### src/rtl/dcache_pkg.sv
// Shared definitions for the data-cache miss path: refill FSM encoding and word offset.
// Latency: n/a (types and constants only).
// Backpressure: n/a.
package dcache_pkg;

  // Refill/write-back controller states. Any future line-based refill reuses this set.
  typedef enum logic [2:0] {
    S_IDLE = 3'd0,
    S_WB   = 3'd1,
    S_RD   = 3'd2,
    S_WT   = 3'd3,
    S_FILL = 3'd4
  } refill_state_t;

  // Byte-offset bits inside one memory word. Memory only sees word-aligned addresses.
  localparam int WORD_OFF = 2;

endpackage

### src/rtl/dcache_refill_ctrl.sv
// Miss / write-back controller: the 2-way data cache's only path to main memory.
// Latency (zero-wait memory): clean read miss 3 stall cycles, dirty read miss 4, write miss 2.
// Backpressure: each mem_req is held with stable mem_* until mem_ready; CPU stalled meanwhile.
//
// Ports:
//   clk, rst                  clock; asynchronous active-low reset
//   miss_req/we/addr/wdata    miss from the cache, sampled only in IDLE
//   victim_dirty/addr/data    victim way to write back before a read refill
//   stall                     freezes the CPU pipeline (combinational from miss_req in IDLE)
//   fill_valid/addr/data      one-cycle install pulse towards the cache
//   mem_req/we/addr/wdata     single-word request to memory, mem_ready/mem_rdata back
//   perf_miss_cnt/perf_wb_cnt counters, present only when DCACHE_PERF_CNT_EN is defined
module dcache_refill_ctrl
  import dcache_pkg::*;
#(
  parameter int XLEN          = 32,
  parameter bit WB_EN_DEFAULT = 1'b1
) (
  input  logic            clk,
  input  logic            rst,
  input  logic            miss_req,
  input  logic            miss_we,
  input  logic [XLEN-1:0] miss_addr,
  input  logic [XLEN-1:0] miss_wdata,
  input  logic            victim_dirty,
  input  logic [XLEN-1:0] victim_addr,
  input  logic [XLEN-1:0] victim_data,
  output logic            stall,
  output logic            fill_valid,
  output logic [XLEN-1:0] fill_addr,
  output logic [XLEN-1:0] fill_data,
  output logic            mem_req,
  output logic            mem_we,
  output logic [XLEN-1:0] mem_addr,
  output logic [XLEN-1:0] mem_wdata,
  input  logic            mem_ready,
  input  logic [XLEN-1:0] mem_rdata,
  output logic [31:0]     perf_miss_cnt,
  output logic [31:0]     perf_wb_cnt
);

  localparam logic [XLEN-1:0] ALIGN_MASK = ~XLEN'((1 << WORD_OFF) - 1);

  refill_state_t   state;
  logic [XLEN-1:0] miss_addr_q;

  // The only combinational output: the pipeline must freeze in the same cycle the miss appears.
  assign stall = (state != S_IDLE) | miss_req;

  // Single FSM with registered memory/fill outputs. Victim and store data are captured
  // straight into mem_wdata, so only the miss address needs its own latch (it is
  // needed again for the read after a write-back and for the fill).
  always_ff @(posedge clk or negedge rst) begin
    if (!rst) begin
      state       <= S_IDLE;
      miss_addr_q <= '0;
      mem_req     <= 1'b0;
      mem_we      <= 1'b0;
      mem_addr    <= '0;
      mem_wdata   <= '0;
      fill_valid  <= 1'b0;
      fill_addr   <= '0;
      fill_data   <= '0;
    end else begin
      unique case (state)
        S_IDLE: begin
          fill_valid <= 1'b0;
          if (miss_req) begin
            miss_addr_q <= miss_addr;
            mem_req     <= 1'b1;
            if (miss_we) begin
              state     <= S_WT;
              mem_we    <= 1'b1;
              mem_addr  <= miss_addr & ALIGN_MASK;
              mem_wdata <= miss_wdata;
            end else if (victim_dirty && WB_EN_DEFAULT) begin
              state     <= S_WB;
              mem_we    <= 1'b1;
              mem_addr  <= victim_addr & ALIGN_MASK;
              mem_wdata <= victim_data;
            end else begin
              state     <= S_RD;
              mem_we    <= 1'b0;
              mem_addr  <= miss_addr & ALIGN_MASK;
              mem_wdata <= '0;
            end
          end
        end
        S_WB: begin
          if (mem_ready) begin
            // Victim is safe in memory; turn the same request into the refill read.
            state     <= S_RD;
            mem_we    <= 1'b0;
            mem_addr  <= miss_addr_q & ALIGN_MASK;
            mem_wdata <= '0;
          end
        end
        S_RD: begin
          if (mem_ready) begin
            state      <= S_FILL;
            mem_req    <= 1'b0;
            mem_addr   <= '0;
            fill_valid <= 1'b1;
            fill_addr  <= miss_addr_q;
            fill_data  <= mem_rdata;
          end
        end
        S_WT: begin
          if (mem_ready) begin
            state     <= S_IDLE;
            mem_req   <= 1'b0;
            mem_we    <= 1'b0;
            mem_addr  <= '0;
            mem_wdata <= '0;
          end
        end
        S_FILL: begin
          state      <= S_IDLE;
          fill_valid <= 1'b0;
        end
        default: begin
          state      <= S_IDLE;
          mem_req    <= 1'b0;
          mem_we     <= 1'b0;
          fill_valid <= 1'b0;
        end
      endcase
    end
  end

`ifdef DCACHE_PERF_CNT_EN
  // Free-running wrapping counters of completed refill reads and write-backs.
  always_ff @(posedge clk or negedge rst) begin
    if (!rst) begin
      perf_miss_cnt <= '0;
      perf_wb_cnt   <= '0;
    end else begin
      if (state == S_RD && mem_ready) perf_miss_cnt <= perf_miss_cnt + 32'd1;
      if (state == S_WB && mem_ready) perf_wb_cnt   <= perf_wb_cnt + 32'd1;
    end
  end
`else
  assign perf_miss_cnt = '0;
  assign perf_wb_cnt   = '0;
`endif

endmodule

### config.mk
export PLATFORM = sky130hd
export DESIGN_NAME = dcache_refill_ctrl
export DESIGN_NICKNAME = d
export VERILOG_FILES = /design/src/rtl/dcache_pkg.sv /design/src/rtl/dcache_refill_ctrl.sv
export SDC_FILE = /design/constraint.sdc
export NUM_CORES = 1
export LEC_CHECK = 0
export BUFFER_PORTS_ARGS = -buffer_cell sky130_fd_sc_hd__buf_4
export CORE_AREA = 2 2 142 144
export CTS_CLUSTER_SIZE = 12
export DETAILED_ROUTE_END_ITERATION = 7
export DIE_AREA = 0 0 144 146
export GPL_ROUTABILITY_DRIVEN = 0
export PLACE_DENSITY = 0.74
export RECOVER_POWER = 100
export SYNTH_ARGS = -nofsm -noshare
export SYNTH_HDL_FRONTEND = slang
export SYNTH_SLANG_ARGS = --single-unit
### constraint.sdc
create_clock -name clk -period 4.6 [get_ports clk]
set_input_delay 0.46 -clock clk [delete_from_list [all_inputs] [get_ports clk]]
set_output_delay 0.46 -clock clk [all_outputs]
set_load 0.005 [all_outputs]
==> impl_results.md <==
* Rel. slew slack at -61.8%
* Crit Reg-Reg Endpoint: miss_addr_q[2]$_DFFE_PN0P_
* Max Root-Sink Buffers at 2
* Fmax at between 200 and 300 MHz
* Yosys reg bits at approximately 160
* Arrival time at the worst endpoint at about 3700 ps
* Post_cts resized at 0
* Setup violators final at 0
* Die width at about 140 um
* First-pass GRT wire length at ~30000 um
* Antenna fix cells at 0
* Max_cap viols at 3
* Sequential share of the synthesized area at around 53%
* RSZ-0062 raised after global routing: false
* CP required at slightly below 5000 ps
* Area growth, synth to finish at 33.5%
* Nets@finish at ~1100
* Worst reg2reg setup slack at about 1200 ps
* EDFF count, synth at 0
* Die Y at ~150 um
* Drt first pass iters at 4
* Largest net degree at the start of global routing at 96
* Worst Skew at 8.81 ps
* Effective utilization at floorplan at 39.7%
* Final Worst Setup Slack at ~1200 ps
* Crit path launch type: register
* Final hold vios at 0
* DR vias/cell at around 4.8
* Worst r2r src: state[2]$_DFFE_PN0P_
* CTS root buf: clkbuf_16
* Dominant cells by area after synthesis: dfrtp_1, mux2_2, buf_4
* Fin. max-slew vios at 143
* Ys flop type: dfrtp_1
* Async S/R FF share, synth at 100%
* Wire per inst at roughly 16 um
* Failing checks: max-capacitance violations, max-slew violations
* Fin Hold WS at 263 ps
* Synth Cell Area at about 7700 um2
* Period utilisation layout at 74.0%
* Crit. End Element: register
* Average footprint of a synthesized cell at about 12 um2
* CTS sink cnt at ~160
* Min-Delay Endpoint: fill_data[16]$_DFFE_PN0P_
* I/O pin cnt at 362
* Dpl cells at around 1100
* Worst r2r path cells at 3
* Pleak at ~0.0047 uW
* Status: complete, but fails checks
* Count leader, synth: dfrtp_1
* Post-CTS Setup Repair Bufs at 0
* CTS Buf Count at 17
* Place WS at 2060 ps
* DRC at 0
* Final Power at between 6000 and 7000 uW
* Syn. warnings at 0
* Setup Crit Path Kind: reg2reg
* Gr ovfl total at 0
* Tmin final at about 3400 ps
* Top cell type's share of synthesized area at between 50% and 60%
* Power Density at between 600 and 700 nW/um2
* HP Class: in2reg
* Clock-pin slew on the worst setup and hold paths at ~70 ps
* # rows at between 50 and 60
* Routed Antenna Nets at 0
* Share of cells above drive strength 1 at between 40% and 50%
* Leading area contributor after synthesis: dfrtp_1
* Netlist cell types at 30
* Clock Latency Late Sink at 420 ps
* CP Max Fanout at 29
* Final WL at approximately 19000 um
* Worst Hold Path Cells at 2
* Vias in the first global route at between 5000 and 6000
* # H-tree levels at 4
* 1st-iter DRT viols at around 160
* Buffers on Ports at just under 300
* Critical hold path startpoint: mem_rdata[16]
* Slew @ Worst Pin at roughly 2400 ps
* Cells after Synth at roughly 600
* Final std cells w/o fill at ~1200
* CTS tree: built
* Total global-route track usage at approximately 18%
* Initial antenna violation count at 0
* Final HPWL DP at 13500 um
* Core Box Area at a little under 20000 um2
* Vias at 5583
* Hold-fix buffers at CTS at 0
* Total die area at 21000 um2
* VDD IR max at 308 uV
* Setup TNS at 0 ps
* Commonest cells post-synth: dfrtp_1, mux2_2, buf_4, nand2_1, nor2_1
## metal layers
metal | wire length [um] | global-route usage, % | vias to the layer above
met1 | 7760 | 22.3 | 2715
met2 | 9770 | 30.8 | 212
met3 | 1480 | 6.02 | 23
met5 | 0 | 0 | -
li1 | - | - | 2633
met4 | 265 | 5.00 | 0
## stage by stage
step,util [%],instance area (um2)
after floorplan,-,7920
after global placement,50.8,9820
after detailed placement,50.8,9820
after CTS,53.9,10400
after global routing,53.0,10200
final,53.0,10200
## report_power, final
part	total, uW	switching [uW]	internal [uW]
combinational	2740	1280	1460
sequential	2560	407	2160
clock	1460	628	835
## cell usage in the layout, fill, tap and decap left out, types with 2 or more instances in the layout
master and instances:
a21oi_1 32, a22oi_1 32, a2bb2oi_1 30, buf_4 168, bufinv_16 2, clkbuf_1 40
clkbuf_16 17, clkbuf_2 3, clkbuf_4 91, clkinv_2 2, clkinv_4 2, conb_1 66
dfrtp_1 164, inv_1 2, inv_6 3, inv_8 4, mux2_2 96, mux2i_1 30
nand2_1 34, nor2_1 32, o21ai_0 4, o31ai_1 5, o31ai_2 28
## logic make-up after synthesis
group / after synthesis / synth area share (%)
buf+inv: 113 / 9.80
mux: 126 / 18.0
flops: 164 / 53.5
other cells: 1 / 0.0489
compound gates: 136 / 14.5
simple gates: 76 / 4.17
## cell type report
class                           instances  area [um2]
Inverter                                2        7.51
Tap cell                              265         332
Clock buffer                           18         439
Sequential cell                       164        4100
Timing Repair Buffer                  302        2110
Multi-Input combinational cell        404        3080
Fill cell                            1743        9090
Clock inverter                         14         166
## critical path: stages, from the launching register on
cell,delay (ps)
dfrtp_1,560
nor3_1,810
clkbuf_1,1420
mux2_2,440
## sequential cells by signal, summed over array words and instances, names as in the netlist
name / flops
mem_req: 1
mem_addr: 30
miss_addr_q: 32
mem_wdata: 32
fill_data: 32
fill_valid: 1
state: 3
mem_we: 1
fill_addr: 32
## worst max-delay path by stage
| stage | start | end | slack [ps] | cells after the start |
|---|---|---|---|---|
| floorplan | miss_we | mem_addr[24]$_DFFE_PN0P_ | 2920 | 7 |
| global placement | state[1]$_DFFE_PN0P_ | mem_addr[7]$_DFFE_PN0P_ | 2120 | 5 |
| finish | state[2]$_DFFE_PN0P_ | miss_addr_q[2]$_DFFE_PN0P_ | 1200 | 3 |
| CTS | state[1]$_DFFE_PN0P_ | mem_addr[7]$_DFFE_PN0P_ | 2050 | 5 |
| global route | state[2]$_DFFE_PN0P_ | miss_addr_q[2]$_DFFE_PN0P_ | 960 | 3 |
| detailed placement | state[1]$_DFFE_PN0P_ | mem_addr[10]$_DFFE_PN0P_ | 2060 | 5 |
(Power assumes the default switching activity.)
